$ cat src/rtl/param_counter_datapath_if.sv
// Control and status bundle for the parameterised tick counter.
// The master side drives run/mode/clear/load/load_val; the counter
// (slave side) returns count and the tick/wrap/done flags.
interface param_counter_datapath_if #(
    parameter int unsigned WIDTH = 14
);
    logic             run;
    logic             mode;
    logic             clear;
    logic             load;
    logic [WIDTH-1:0] load_val;
    logic [WIDTH-1:0] count;
    logic             tick;
    logic             wrap;
    logic             done;

    modport master (
        output run, mode, clear, load, load_val,
        input  count, tick, wrap, done
    );

    modport slave (
        input  run, mode, clear, load, load_val,
        output count, tick, wrap, done
    );
endinterface

$ cat src/rtl/param_counter_datapath.sv
// Divided-clock up/down counter.
// A DIV-cycle divider produces a tick.
// Each tick steps a modulo-MAX count up or down.
// In one-shot mode the count parks at its terminal value until clear or load.
module param_counter_datapath #(
    parameter int unsigned DIV      = 10_000_000,
    parameter int unsigned MAX      = 10_000,
    parameter int unsigned WIDTH    = 14,
    parameter int unsigned ONE_SHOT = 0
) (
    input logic                     clk,
    input logic                     rst,
    param_counter_datapath_if.slave bus
);
    localparam int unsigned DW = (DIV > 1) ? $clog2(DIV) : 1;
    localparam logic [DW-1:0]    DIV_M1 = DW'(DIV - 1);
    localparam logic [WIDTH-1:0] MAX_M1 = WIDTH'(MAX - 1);

    typedef enum logic {
        ST_RUN  = 1'b0,
        ST_DONE = 1'b1
    } state_t;

    state_t           state_q, state_d;
    logic [DW-1:0]    div_q, div_d;
    logic [WIDTH-1:0] count_q, count_d;
    logic             tick_q, tick_d;
    logic             wrap_q, wrap_d;
    logic             done_q, done_d;

    // Next state: clear beats load beats the divider tick; DONE freezes everything.
    always_comb begin
        state_d = state_q;
        div_d   = div_q;
        count_d = count_q;
        tick_d  = 1'b0;
        wrap_d  = 1'b0;
        done_d  = done_q;

        if (bus.clear) begin
            state_d = ST_RUN;
            div_d   = '0;
            count_d = '0;
            done_d  = 1'b0;
        end else if (bus.load) begin
            // Divider is left alone; any tick due this cycle is dropped.
            state_d = ST_RUN;
            done_d  = 1'b0;
            count_d = (32'(bus.load_val) >= MAX) ? MAX_M1 : bus.load_val;
        end else if (state_q == ST_RUN && bus.run) begin
            if (div_q == DIV_M1) begin
                div_d  = '0;
                tick_d = 1'b1;
                if (!bus.mode) begin
                    if (count_q == MAX_M1) begin
                        wrap_d = 1'b1;
                        if (ONE_SHOT != 0) begin
                            done_d  = 1'b1;
                            state_d = ST_DONE;
                        end else begin
                            count_d = '0;
                        end
                    end else begin
                        count_d = count_q + 1'b1;
                    end
                end else begin
                    if (count_q == '0) begin
                        wrap_d = 1'b1;
                        if (ONE_SHOT != 0) begin
                            done_d  = 1'b1;
                            state_d = ST_DONE;
                        end else begin
                            count_d = MAX_M1;
                        end
                    end else begin
                        count_d = count_q - 1'b1;
                    end
                end
            end else begin
                div_d = div_q + 1'b1;
            end
        end
    end

    // State register with synchronous active-high reset.
    always_ff @(posedge clk) begin
        if (rst) begin
            state_q <= ST_RUN;
            div_q   <= '0;
            count_q <= '0;
            tick_q  <= 1'b0;
            wrap_q  <= 1'b0;
            done_q  <= 1'b0;
        end else begin
            state_q <= state_d;
            div_q   <= div_d;
            count_q <= count_d;
            tick_q  <= tick_d;
            wrap_q  <= wrap_d;
            done_q  <= done_d;
        end
    end

    assign bus.count = count_q;
    assign bus.tick  = tick_q;
    assign bus.wrap  = wrap_q;
    assign bus.done  = (ONE_SHOT != 0) ? done_q : 1'b0;
endmodule

$ cat src/flat_wrapper.sv
// flat-port wrapper written by rule: the top's interface ports become plain ports
module param_counter_datapath_flat 
#(
    parameter int unsigned DIV      = 10_000_000,
    parameter int unsigned MAX      = 10_000,
    parameter int unsigned WIDTH    = 14,
    parameter int unsigned ONE_SHOT = 0
)
  (clk, rst, bus_run, bus_mode, bus_clear, bus_load, bus_load_val, bus_count, bus_tick, bus_wrap, bus_done);
  param_counter_datapath_if #(.WIDTH(WIDTH)) bus_i ();
  input logic clk;
  input logic rst;
  input wire logic [$bits(bus_i.run)-1:0] bus_run;
  input wire logic [$bits(bus_i.mode)-1:0] bus_mode;
  input wire logic [$bits(bus_i.clear)-1:0] bus_clear;
  input wire logic [$bits(bus_i.load)-1:0] bus_load;
  input wire logic [$bits(bus_i.load_val)-1:0] bus_load_val;
  output wire logic [$bits(bus_i.count)-1:0] bus_count;
  output wire logic [$bits(bus_i.tick)-1:0] bus_tick;
  output wire logic [$bits(bus_i.wrap)-1:0] bus_wrap;
  output wire logic [$bits(bus_i.done)-1:0] bus_done;
  assign bus_i.run = bus_run;
  assign bus_i.mode = bus_mode;
  assign bus_i.clear = bus_clear;
  assign bus_i.load = bus_load;
  assign bus_i.load_val = bus_load_val;
  assign bus_count = bus_i.count;
  assign bus_tick = bus_i.tick;
  assign bus_wrap = bus_i.wrap;
  assign bus_done = bus_i.done;
  param_counter_datapath #(.DIV(DIV), .MAX(MAX), .WIDTH(WIDTH), .ONE_SHOT(ONE_SHOT)) u_core (.clk(clk), .rst(rst), .bus(bus_i));
endmodule
$ cat config.mk
export PLATFORM = sky130hd
export DESIGN_NAME = param_counter_datapath_flat
export DESIGN_NICKNAME = d
export VERILOG_FILES = /design/src/rtl/param_counter_datapath_if.sv /design/src/rtl/param_counter_datapath.sv /design/src/flat_wrapper.sv
export SDC_FILE = /design/constraint.sdc
export NUM_CORES = 1
export LEC_CHECK = 0
export CAP_MARGIN = 20
export CORE_MARGIN = 1.5
export CORE_UTILIZATION = 35
export CTS_BUF_LIST = sky130_fd_sc_hd__clkbuf_4 sky130_fd_sc_hd__clkbuf_8 sky130_fd_sc_hd__clkbuf_16
export CTS_CLUSTER_SIZE = 25
export DETAILED_ROUTE_END_ITERATION = 10
export GPL_TIMING_DRIVEN = 0
export PLACE_DENSITY = 0.58
export SYNTH_ARGS = -nofsm -noshare
export SYNTH_HDL_FRONTEND = slang
export SYNTH_SLANG_ARGS = --single-unit
$ cat constraint.sdc
create_clock -name clk -period 2.85 [get_ports clk]
set_input_delay 0.57 -clock clk [delete_from_list [all_inputs] [get_ports clk]]
set_output_delay 0.57 -clock clk [all_outputs]
set_load 0.01 [all_outputs]
## Yosys cells after proc, flatten, opt, wreduce, memory -nomap -nowiden

Index checks and enable logic that the tools add are counted.

| cells by class | value |
|---|---|
| add/subtract/negate cells | 3 |
| magnitude comparators | 1 |
| equality and inequality tests | 2 |
| multiplexer cells | 12 |
| bitwise operators | 3 |
| reduce and logical (&&, ||, !) cells | 8 |

Operators by type and width:

| operator | number |
|---|---|
| $mux 14 | 7 |
| $add 24x1->24 const B | 1 |
| $eq 24x24->1 const B | 1 |
| $mux 24 | 1 |
| $add 14x1->14 const B | 1 |
| $eq 14x14->1 const B | 1 |
| $ge 14x14->1 const B | 1 |
| $logic_not 14->1 | 1 |
| $sub 14x1->14 const B | 1 |
| $reduce_or 5->1 | 1 |
| $mux 1 | 4 |
| $reduce_and 2->1 | 2 |
| $reduce_bool 2->1 | 2 |
| $reduce_or 4->1 | 1 |
| $not 1->1 | 3 |
| $reduce_or 2->1 | 1 |

| word-level totals | value |
|---|---|
| bits in registers | 40 |
| bits of input ports | 20 |
| output and inout bits | 17 |
| logic and storage cells | 33 |

## Depth between registers and ports, before layout

Gate-level depths: netlist of the first run.

| depth | value |
|---|---|
| depth in word-level cells | 6 |
| depth in mapped cells | 8 |

## Least setup slack after synthesis of the first run

No wires, ideal clock.

| path | value |
|---|---|
| kind | flip-flop to flip-flop |
| start | reg u_core.count_q[0], in the netlist u_core.bus.count[0] |
| end | reg u_core.count_q[12], in the netlist u_core.bus.count[12] |
| arrival | 2.176 ns |
| slack | 0.552 ns |
| cell stages (with the launch flop) | 9 |
| path buffers | 1 |
| path through | dfxtp_1 inv_1 ha_1 or3b_2 buf_1 nor4_1 mux2_2 a221oi_1 nor2_1 |

| between the ends | value |
|---|---|
| word-level cells in the longest chain between the ends | 6 |

Ends and longest elaborated chain:

| item | line | text |
|---|---|---|
| from (decl) | param_counter_datapath.sv:26 | `logic [WIDTH-1:0] count_q, count_d;` |
| from (signal assigned) | param_counter_datapath.sv:97 | `count_q <= count_d;` |
| $add 14x1->14, or another cell as far along | param_counter_datapath.sv:64 | `count_d = count_q + 1'b1;` |
| $mux 14, on equally long branches | param_counter_datapath.sv:55, param_counter_datapath.sv:67 |  |
| $mux 14 * | param_counter_datapath.sv:54 | `if (!bus.mode) begin` |
| $mux 14 * | param_counter_datapath.sv:51 | `if (div_q == DIV_M1) begin` |
| $mux 14 * | param_counter_datapath.sv:50 | `end else if (state_q == ST_RUN && bus.run) begin` |
| $mux 14 * | param_counter_datapath.sv:45 | `end else if (bus.load) begin` |

Every way passes the cells marked *; elsewhere a longest branch is shown, timed or not. The select of a mux whose other input is x is not followed.
A chain may end at the register's enable or synchronous reset.

## Worst setup path after layout of the first run

Ends and elaborated chain as after synthesis.

==> flow_metrics.env, run 1 <==
export IMPL_antenna_found_initial=0
export IMPL_routed_wl_um=7590
export IMPL_port_buffers=34
export IMPL_hold_buffers=0
export IMPL_r2r_slack_ns=0.24
export IMPL_grt_usage=0.195
export IMPL_fin_crit_sh=0.916
export IMPL_synth_nets=357
export IMPL_grt_pass1_vias=2365
export IMPL_cts_setup_buffers=0
export IMPL_worstSetupStartpointType="flop"
export IMPL_dieHeight_um=89.0
export IMPL_cp_max_fo=10
export IMPL_reg2reg_from="u_core.bus.count[0]"
export IMPL_status="complete, no violations"
export IMPL_cts_buffers=5
export IMPL_worst_pin_slew_ns=0.753
export IMPL_dieArea_mm2=0.00793
export IMPL_syn_area_per_cell_um2=7.76
export IMPL_tritoncts="done"
export IMPL_setup_viol=0
export IMPL_ios=37
export IMPL_synth_area_mm2=0.00259
export IMPL_max_clock_path_buffers=2
export IMPL_hp_start="u_core.div_q[1]"
export IMPL_synth_cells=334
export IMPL_vias=2661
export IMPL_end_kind="flop"
export IMPL_synth_cells_most_frequent="40 x dfxtp_1, 37 x nor2_1, 23 x nand2_1"
export IMPL_synth_cell_types=59
export IMPL_synth_most_common_cell="dfxtp_1"
export IMPL_synth_edf_count=0
export IMPL_maxSlewViolCount=0
export IMPL_grt_max_degree=12
export IMPL_ys_top_cells_by_area="dfxtp_1 31%, xnor2_1 5.7%, nor2_1 5.4%, nor4_1 3.6%, nor3_1 3.5%"
export IMPL_cts_resized=0
export IMPL_finalWorstSetupSlack_ns=0.240
export IMPL_first_pass_iters=4
export IMPL_max_vdd_ir_drop_uv=278
export IMPL_cp_arrival_ns=2.81
export IMPL_viasPerCell=5.61
export IMPL_dp_worst_setup_slack_ns=-0.186
export IMPL_layout_nets=398
export IMPL_ys_ff_latch=40
export IMPL_start_util=0.359
export IMPL_drtIter0Drc=179
export IMPL_synth_async_sr_flop_share=0
export IMPL_powerDensity_mw_per_mm2=398
export IMPL_cts_sinks=40
export IMPL_num_rows=31
export IMPL_cts_root_buf="clkbuf_8"
export IMPL_netlist_top_cell_by_area="dfxtp_1"
export IMPL_cap_viol_max_count=0
export IMPL_drcViolationCount=0
export IMPL_ys_warn_count=0
export IMPL_clk_latency_ns=0.31
export IMPL_synth_top_area_frac=0.309
export IMPL_layout_drive_gt1_share=0.0587
export IMPL_area_growth_pct=22.0
export IMPL_skew_ns=0.0160
export IMPL_design_core_area_mm2=0.00721
export IMPL_synth_flop_cell="dfxtp_1"
export IMPL_clk_pin_slew_ns=0.09
export IMPL_critPathKind="reg2reg"
export IMPL_timing_rr_end="u_core.bus.count[12]"
export IMPL_worstHoldEndpoint="u_core.div_q[1]"
export IMPL_crit_required_ns=3.05
export IMPL_wl_per_cell_um=16.0
export IMPL_hold_viol_final=0
export IMPL_clock_fmax_mhz=383
export IMPL_hold_class="reg2reg"
export IMPL_p_leak_nw=0.978
export IMPL_gp_congestion=0.887
export IMPL_ff2ff_path_depth=8
export IMPL_grt_overflow_total=0
export IMPL_min_period_ns=2.61
export IMPL_n_antenna_cell=0
export IMPL_dp_hpwl_um=5540
export IMPL_final_util=0.438
export IMPL_htreeDepth=2
export IMPL_min_path_cells=2
export IMPL_yosysSeqAreaShare=0.309
export IMPL_rsz0062_at_grt="false"
export IMPL_total_power_mw=1.26
export IMPL_relSlewSlack=0.495
export IMPL_grt_pass1_wl_um=11800
export IMPL_antenna_left=0
export IMPL_fp_dieW_um=89.0
state kept, by name, summed over array words and instances (netlist names):
name / cells
u_core.div_q: 24
u_core.bus.tick: 1
u_core.bus.wrap: 1
u_core.bus.count: 14
cells by family after synthesis:
family	synth area share
simple gates	0.318
compound gates	0.199
flops	0.309
buf+inv	0.0584
xor+xnor	0.0913
fa+ha+maj	0.0145
mux	0.00821
other cells	0.00145
cell type report:
type	instances	area [um^2]
fill	746	4050
clock buffer	7	96.3
sequential	40	801
buffer	23	109
tap	99	124
inverter	12	45.0
timing repair buffer	34	340
multi-input combinational	259	1650
critical path: stages, from the launching register on:
cell and delay (ns):
dfxtp_1 0.42, inv_1 0.11, ha_1 0.21, or3b_2 0.46, buf_1 0.23, nor4_1 0.35
mux2_2 0.37, a221oi_1 0.28, nor2_1 0.06
metal layers:
metal	wire length, um	track usage
met1	3390	0.249
met2	3650	0.327
met3	392	0.0351
met4	156	0.0741
met5	0	0
stage by stage:
stage / setup TNS (ns) / hold WS (ns) / instance area (um^2) / instances
floorplan: 0 / 0.444 / 2590 / 334
global placement: -3.58 / 0.464 / 3060 / 467
detailed placement: -3.41 / 0.477 / 3060 / 467
CTS: 0 / 0.494 / 3150 / 474
global route: 0 / 0.533 / 3160 / 474
finish: 0 / 0.493 / 3160 / 474
placed cells by master, fill, tap and decap left out, types with 12 or more instances in the layout:
cell,n
clkbuf_1,15
clkdlybuf4s50_1,34
dfxtp_1,40
inv_1,12
nand2_1,23
nand3_1,17
nor2_1,37
nor3_1,18
nor4_1,14
xnor2_1,17
power by group:
group	leakage, nW	total, mW	internal [mW]	switching (mW)
sequential	0.324	0.581	0.568	0.0133
clock	0.0503	0.428	0.216	0.211
combinational	0.604	0.249	0.112	0.138
total	0.978	1.26	0.895	0.362
worst max-delay path by stage:
stage	from	cells after the start	slack [ns]	to
3_5_place_dp	bus_run	7	-0.19	u_core.div_q[19]
6_report	u_core.bus.count[0]	8	0.24	u_core.bus.count[12]
2_1_floorplan	u_core.bus.count[0]	8	0.55	u_core.bus.count[12]
4_1_cts	bus_run	7	0.12	u_core.div_q[19]
5_1_grt	u_core.bus.count[0]	8	0.004	u_core.bus.count[12]
3_3_place_gp	bus_run	7	-0.19	u_core.div_q[17]
Power figures use the tool's default switching activity.
==> run 2, diff against run 1 <==
--- a/config.mk
+++ b/config.mk
@@ -6,6 +6,7 @@
 export NUM_CORES = 1
 export LEC_CHECK = 0
 export CAP_MARGIN = 20
+export CORE_ASPECT_RATIO = 0.9
 export CORE_MARGIN = 1.5
 export CORE_UTILIZATION = 35
 export CTS_BUF_LIST = sky130_fd_sc_hd__clkbuf_4 sky130_fd_sc_hd__clkbuf_8 sky130_fd_sc_hd__clkbuf_16
==> constraint.sdc (replaced) <==
create_clock -name clk -period 2.6 [get_ports clk]
set_input_delay 0.52 -clock clk [delete_from_list [all_inputs] [get_ports clk]]
set_output_delay 0.52 -clock clk [all_outputs]
set_load 0.01 [all_outputs]
==> run 2 against run 1 <==
Compared with the run above: cell count decreased by 1.5%; critical endpoint is now u_core.bus.count[5]; sequential power increased by 9.6%; sequential cell count unchanged; clock skew decreased by 0.012 ns; hold slack got worse by 0.015 ns; sequential share of layout area increased by 0.12 points.
==> flow_metrics.env, run 2 (synthesis results as in run 1) <==
export IMPL_status="complete, no violations"
export IMPL_ios=37
export IMPL_relSlewSlack=0.490
export IMPL_seqCellArea_um2=801
export IMPL_first_pass_iters=4
export IMPL_final_util=0.442
export IMPL_critPathKind="in2reg"
export IMPL_num_rows=29
export IMPL_p_leak_nw=0.977
export IMPL_viasPerCell=5.75
export IMPL_maxSlewViolCount=0
export IMPL_layout_drive_gt1_share=0.0695
export IMPL_largest_reg_flops=24
export IMPL_grt_pass1_vias=2483
export IMPL_port_buffers=34
export IMPL_top_register="u_core.div_q"
export IMPL_max_clock_path_buffers=2
export IMPL_dieHeight_um=84.6
export IMPL_cp_arrival_ns=2.71
export IMPL_worst_pin_slew_ns=0.760
export IMPL_grt_pass1_wl_um=12500
export IMPL_cap_viol_max_count=0
export IMPL_clk_latency_ns=0.29
export IMPL_tritoncts="done"
export IMPL_hold_viol_final=0
export IMPL_setup_viol=0
export IMPL_cp_max_fo=10
export IMPL_min_period_ns=2.52
export IMPL_worstSetupStartpointType="primary input"
export IMPL_clock_fmax_mhz=398
export IMPL_fp_dieW_um=93.7
export IMPL_fillerInstances=755
export IMPL_drcViolationCount=0
export IMPL_n_antenna_cell=0
export IMPL_layout_nets=397
export IMPL_start_util=0.364
export IMPL_dp_hpwl_um=5660
export IMPL_max_vdd_ir_drop_uv=161
export IMPL_clk_pin_slew_ns=0.08
export IMPL_fin_tns_setup_ns=0
export IMPL_cts_buffers=5
export IMPL_area_growth_pct=21.4
export IMPL_multi_input_area_mm2=0.00165
export IMPL_final_common_cell="dfxtp_1"
export IMPL_hold_buffers=0
export IMPL_htreeDepth=2
export IMPL_antenna_left=0
export IMPL_cts_sinks=40
export IMPL_wl_per_cell_um=16.3
export IMPL_drtIter0Drc=173
export IMPL_layout_common_cells="40 x dfxtp_1, 37 x nor2_1, 34 x clkdlybuf4s50_1"
export IMPL_design_core_area_mm2=0.00711
export IMPL_grt_max_degree=13
export IMPL_rsz0062_at_grt="false"
export IMPL_crit_required_ns=2.79
export IMPL_grt_usage=0.199
export IMPL_hold_ws_ns=0.478
export IMPL_gp_congestion=0.917
export IMPL_vias=2684
export IMPL_end_kind="flop"
export IMPL_dieArea_mm2=0.00793
export IMPL_grt_overflow_total=0
export IMPL_powerDensity_mw_per_mm2=420
export IMPL_routed_wl_um=7620
export IMPL_hold_class="reg2reg"
export IMPL_total_power_mw=1.32
export IMPL_antenna_found_initial=0
export IMPL_fin_crit_sh=0.967
export IMPL_skew_ns=0.00421
export IMPL_cts_root_buf="clkbuf_8"
## run 2: cell types whose count changed in the layout (fill, tap and decap cells not counted)
cell and delta:
buf_1 -2, clkbuf_1 -2, clkbuf_2 +3, clkbuf_8 -2
clkinv_2 +1, clkinvlp_4 +1, o31ai_1 -1, o31ai_2 +1
or3b_2 -1, or3b_4 +1
## run 2: final timing paths
kind                   startpoint                   to  slack [ns]  cells past startpoint
setup / recovery         bus_mode  u_core.bus.count[5]        0.08                      7
hold / removal    u_core.div_q[1]      u_core.div_q[1]        0.48                      2
setup reg to reg  u_core.div_q[0]  u_core.bus.count[2]        0.19                      7
hold reg to reg   u_core.div_q[1]      u_core.div_q[1]        0.48                      2
## run 2: critical path: stages
cell             delay, ns
clkdlybuf4s50_1       0.53
clkbuf_1              0.37
inv_1                 0.21
nor4_1                0.35
o21bai_1              0.23
a221o_1               0.33
and3_1                0.17
## run 2: repair_timing
item	4_1_cts	5_1_grt
gates resized for setup	3	6
pin swaps	0	0
endpoints found under the setup margin	24	19
endpoints found under the hold margin	0	0
setup buffers	0	0
## run 2: final cells by class
| cell class | count | share of cell area |
|---|---|---|
| sequential | 40 | 0.255 |
| inverter | 12 | 0.0143 |
| clock buffer | 5 | 0.0219 |
| timing repair buffer | 34 | 0.108 |
| multi-input combinational | 259 | 0.525 |
| clock inverter | 2 | 0.00398 |
| tap | 93 | 0.0370 |
| buffer | 22 | 0.0346 |
## run 2: where the power goes
group          total (mW)  internal, mW  switching [mW]
Clock               0.408         0.182           0.226
Combinational       0.276         0.124           0.152
Sequential          0.637         0.622          0.0151
Total                1.32         0.928           0.393
## run 2: metrics by stage
| step | worst slack (ns) | cells | cell area [um^2] |
|---|---|---|---|
| after floorplan | 0.302 | 334 | 2590 |
| after global placement | -0.380 | 461 | 3050 |
| after detailed placement | -0.347 | 461 | 3050 |
| after CTS | 0.0108 | 468 | 3130 |
| after global routing | 0.00678 | 467 | 3150 |
| final | 0.0848 | 467 | 3150 |
## run 2: metal layers
metal  GRT usage  vias to the layer above  routed length [um]
met4      0.0570                        0                 103
met5           0                        -                   0
met3      0.0326                        9                 629
met1       0.316                     1252                3880
met2       0.269                       96                3010
li1            -                     1327                   -
==> RTL edit 1, RTL diff (config.mk and constraints of run 2) <==
`DIV` is set to 10_000_000 in 2 places; all go to 20_000_000.
--- a/src/rtl/param_counter_datapath.sv
+++ b/src/rtl/param_counter_datapath.sv
@@ -5,3 +5,3 @@
 module param_counter_datapath #(
-    parameter int unsigned DIV      = 10_000_000,
+    parameter int unsigned DIV      = 20_000_000,
     parameter int unsigned MAX      = 10_000,
--- a/src/flat_wrapper.sv
+++ b/src/flat_wrapper.sv
@@ -3,3 +3,3 @@
 #(
-    parameter int unsigned DIV      = 10_000_000,
+    parameter int unsigned DIV      = 20_000_000,
     parameter int unsigned MAX      = 10_000,
Formal check against the unedited RTL: no difference found for any inputs over 10 cycles, from zero or initial values; that may be too few to reach the edited logic, so the function may still have changed.
==> RTL edit 1 against run 2 <==
  * The flow now finishes with violations (setup timing)
  * Synthesized area is 1.3% higher
  * Die area is 1.3% higher
  * Non-clock buffer count is 5 higher
  * Clock power is 16% higher
  * Setup slack worse by 0.091 ns
  * Design area is 3.5% higher
  * Via count is 1.9% higher
  * Sequential cell count is 1 higher
  * Fmax is 3.5% lower
  * Power is 7.1% higher
  * Highest routed layer unchanged
  * Wire length is 6.2% higher
  * Register-to-register slack worse by 0.15 ns
  * Worst hold slack better by 0.019 ns
  * Largest cell class unchanged
  * Combinational power is 6% higher
==> RTL edit 1: results (changes against run 2) <==
metric,value,unit,change
M2 GR Usage,0.281,,+0.0111
CLK BUF,6,,+1
Seq area share,0.252,,-0.00256
clock-cell share of area,0.0296,,+0.00373
all-layer global routing usage,0.208,,+0.00859
met3 Resource Use GR,0.0403,,+0.00771
Yosys cell types,60,,+1.7%
Crit Path Max Fanout,8,,-2
initial drt markers,238,,+38%
Multi-input gate area,1700,um^2,+2.6%
Non-CTS buffers,61,,+8.9%
routed wire length,8.10,mm,+6.2%
clock latency on the worst-skew pair,0.31,ns,+0.02 ns
failing checks,setup timing,,
DP Area,3080,um^2,+1.1%
Worst Reg-to-Reg Cells,9,,+2
DR vias/cell,5.67,,-1.3%
Setup-failing EPs final,1,,+1
clock sinks,41,,+2.5%
multi-input combinational area share,0.521,,-0.00452
Placed Cells,470,,+2.0%
dpl ws,-0.355,ns,-0.00761 ns
Rel. slew slack,0.379,,-0.111
WL met3,645,um,+2.5%
clock share of power,0.334,,+0.025
pin count of the biggest net entering global routing,14,,+1
fin worst setup slack,-0.00595,ns,-0.0908 ns
slowest CP cell,o211ai_1,,
Multi-In Gates,267,,+3.1%
Largest register FFs,25,,+4.2%
status,finished with violations,,
sequential share of power,0.458,,-0.024
clock group power,473,uW,+16%
M1 wire length,4.06,mm,+4.7%
first-pass GRT wire length,12.8,mm,+2.1%
cell count after synthesis,343,,+2.7%
synth top area cells,"dfxtp_1 31%, xor2_1 6.7%, nor2_1 6.1%, nand2_1 3.6%, a21oi_1 3.2%",,
Met2 Routed Length,3.29,mm,+9.2%
non-clk buf share,0.148,,+0.00511
Detailed Place HPWL,5.76,mm,+1.8%
register area share after synthesis,0.313,,+0.00365
gp weighted congestion,0.956,,+4.2%
RTL edit 1: worst paths after layout:
kind	endpoint	startpoint	slack [ns]
setup / recovery	u_core.bus.count[6]$_SDFFE_PP0P_	bus_load_val[13]	-0.006
hold / removal	u_core.div_q[1]$_SDFFE_PP0P_	u_core.div_q[1]$_SDFFE_PP0P_	0.50
setup reg to reg	u_core.bus.count[6]$_SDFFE_PP0P_	u_core.bus.count[0]$_SDFFE_PP0P_	0.04
hold reg to reg	u_core.div_q[1]$_SDFFE_PP0P_	u_core.div_q[1]$_SDFFE_PP0P_	0.50
RTL edit 1: cell families (layout without fill, tap and decap cells):
family          count (synthesis)  count (layout)  share of synthesized area
fa+ha+maj                       3               3                     0.0143
simple gates                  159             159                      0.319
other cells                     1               1                    0.00143
mux                             2               2                    0.00810
flops                          41              41                      0.313
buf+inv                        35              81                     0.0581
xor+xnor                       26              26                     0.0867
compound gates                 76              76                      0.199
==> RTL edit 2, RTL diff (config.mk and constraints of run 2) <==
Without the edit above. One comparison of `count_q` changes from == to >=.
--- a/src/rtl/param_counter_datapath.sv
+++ b/src/rtl/param_counter_datapath.sv
@@ -54,3 +54,3 @@
                 if (!bus.mode) begin
-                    if (count_q == MAX_M1) begin
+                    if (count_q >= MAX_M1) begin
                         wrap_d = 1'b1;
Check against the original RTL: same outputs for any inputs over 10 cycles, from zero or initial values; that may be too few to reach the edited logic, so the function may still have changed.
==> RTL edit 2 against run 2 <==
  * Wire length grew 10%
  * Synthesized cell count grew 7.2%
  * Design area grew 4.9%
  * Global-route usage grew 1.4 points
  * First-iteration DRC count grew 26%
  * Power grew 0.28%
  * Setup slack gained 0.057 ns
  * Sequential cell count is the same
  * Synthesized area grew 4.5%
  * Register-to-register slack lost 0.03 ns
  * Worst hold slack gained 0.0054 ns
  * Largest power group unchanged
==> RTL edit 2: results (changes against run 2) <==
metric,value,unit,change
status,"complete, no violations",,
layout cells sized above 1,0.0918,,+0.0223
worst clock skew,0.0102,ns,+0.00595 ns
M1 wire length,4.25,mm,+9.4%
drt wl/cell,16.9,um,+3.3%
slowest CP cell,o211ai_1,,
initial drt markers,218,,+26%
port bufs,35,,+2.9%
M2 GR Usage,0.302,,+0.0321
RR Endpoint,u_core.bus.count[10]$_SDFFE_PP0P_,,
Crit Path Max Fanout,7,,-3
Rel. slew slack,0.352,,-0.138
Hold WS,0.484,ns,+0.00539 ns
all-layer global routing usage,0.213,,+0.0138
routed via count,2883,,+7.4%
Detailed Place HPWL,6.22,mm,+9.9%
Pre-antenna DRT Iters,6,,+2
WL met3,489,um,-22%
Int Pwr,916,uW,-1.3%
Worst Reg-to-Reg Cells,9,,+2
Layout Cells excl Fill,499,,+6.9%
CP arrival,2.67,ns,-0.04 ns
gp weighted congestion,0.942,,+2.6%
Yosys cell types,60,,+1.7%
clock group power,418,uW,+2%
RR Startpoint,u_core.bus.count[0]$_SDFFE_PP0P_,,
dpl ws,-0.133,ns,+0.214 ns
vias in the first global route,2616,,+5.4%
R2R Setup Slk,0.16,ns,-0.03 ns
Met2 Routed Length,3.49,mm,+16%
overall power,1.33,mW,+0.28%
Synth Net Count,381,,+6.7%
DP Area,3180,um^2,+4.3%
Final nets,426,,+7.3%
Top delay family on crit path,compound AO/OA/AOI/OAI gates,,
first-pass GRT wire length,13.6,mm,+8.7%
cell count after synthesis,358,,+7.2%
[RTL edit 2: worst max-delay path by stage]
stage,startpoint,to,slack [ns],cells after the start
floorplan,u_core.bus.count[0]$_SDFFE_PP0P_,u_core.bus.count[10]$_SDFFE_PP0P_,0.56,9
global placement,bus_load_val[13],u_core.bus.count[8]$_SDFFE_PP0P_,-0.09,5
detailed placement,bus_load_val[13],u_core.bus.count[8]$_SDFFE_PP0P_,-0.13,5
CTS,u_core.bus.count[1]$_SDFFE_PP0P_,u_core.bus.count[12]$_SDFFE_PP0P_,0.13,6
global route,u_core.bus.count[9]$_SDFFE_PP0P_,u_core.bus.count[4]$_SDFFE_PP0P_,0.006,6
finish,bus_load_val[13],u_core.bus.count[8]$_SDFFE_PP0P_,0.14,5
[RTL edit 2: logic make-up (layout without fill, tap and decap cells)]
| group | Yosys count | after routing | share of synthesized area |
|---|---|---|---|
| AOI/OAI and AO/OA | 81 | 81 | 0.198 |
| xor gates and xnor gates | 28 | 28 | 0.0905 |
| adders and majority gates | 3 | 3 | 0.0139 |
| buffers and inverters | 42 | 87 | 0.0688 |
| DFF | 40 | 40 | 0.296 |
| muxes | 1 | 1 | 0.00370 |
| other | 1 | 1 | 0.00138 |
| and+or+nand+nor | 162 | 162 | 0.328 |
[RTL edit 2: final cells by class]
cell class | instances | area, um^2
Timing Repair Buffer | 38 | 373
Fill cell | 792 | 4210
Clock inverter | 2 | 12.5
Multi-Input combinational cell | 276 | 1740
Clock buffer | 5 | 68.8
Sequential cell | 40 | 801
Inverter | 18 | 67.6
Buffer | 24 | 120
Tap cell | 96 | 120
[RTL edit 2: what timing repair did]
action	in CTS	in global routing
resized for setup	1	3
setup endpoints to repair	1	3
gates cloned	0	0
buffers inserted	0	3
endpoints found under the hold margin	0	0
pin swaps	0	1
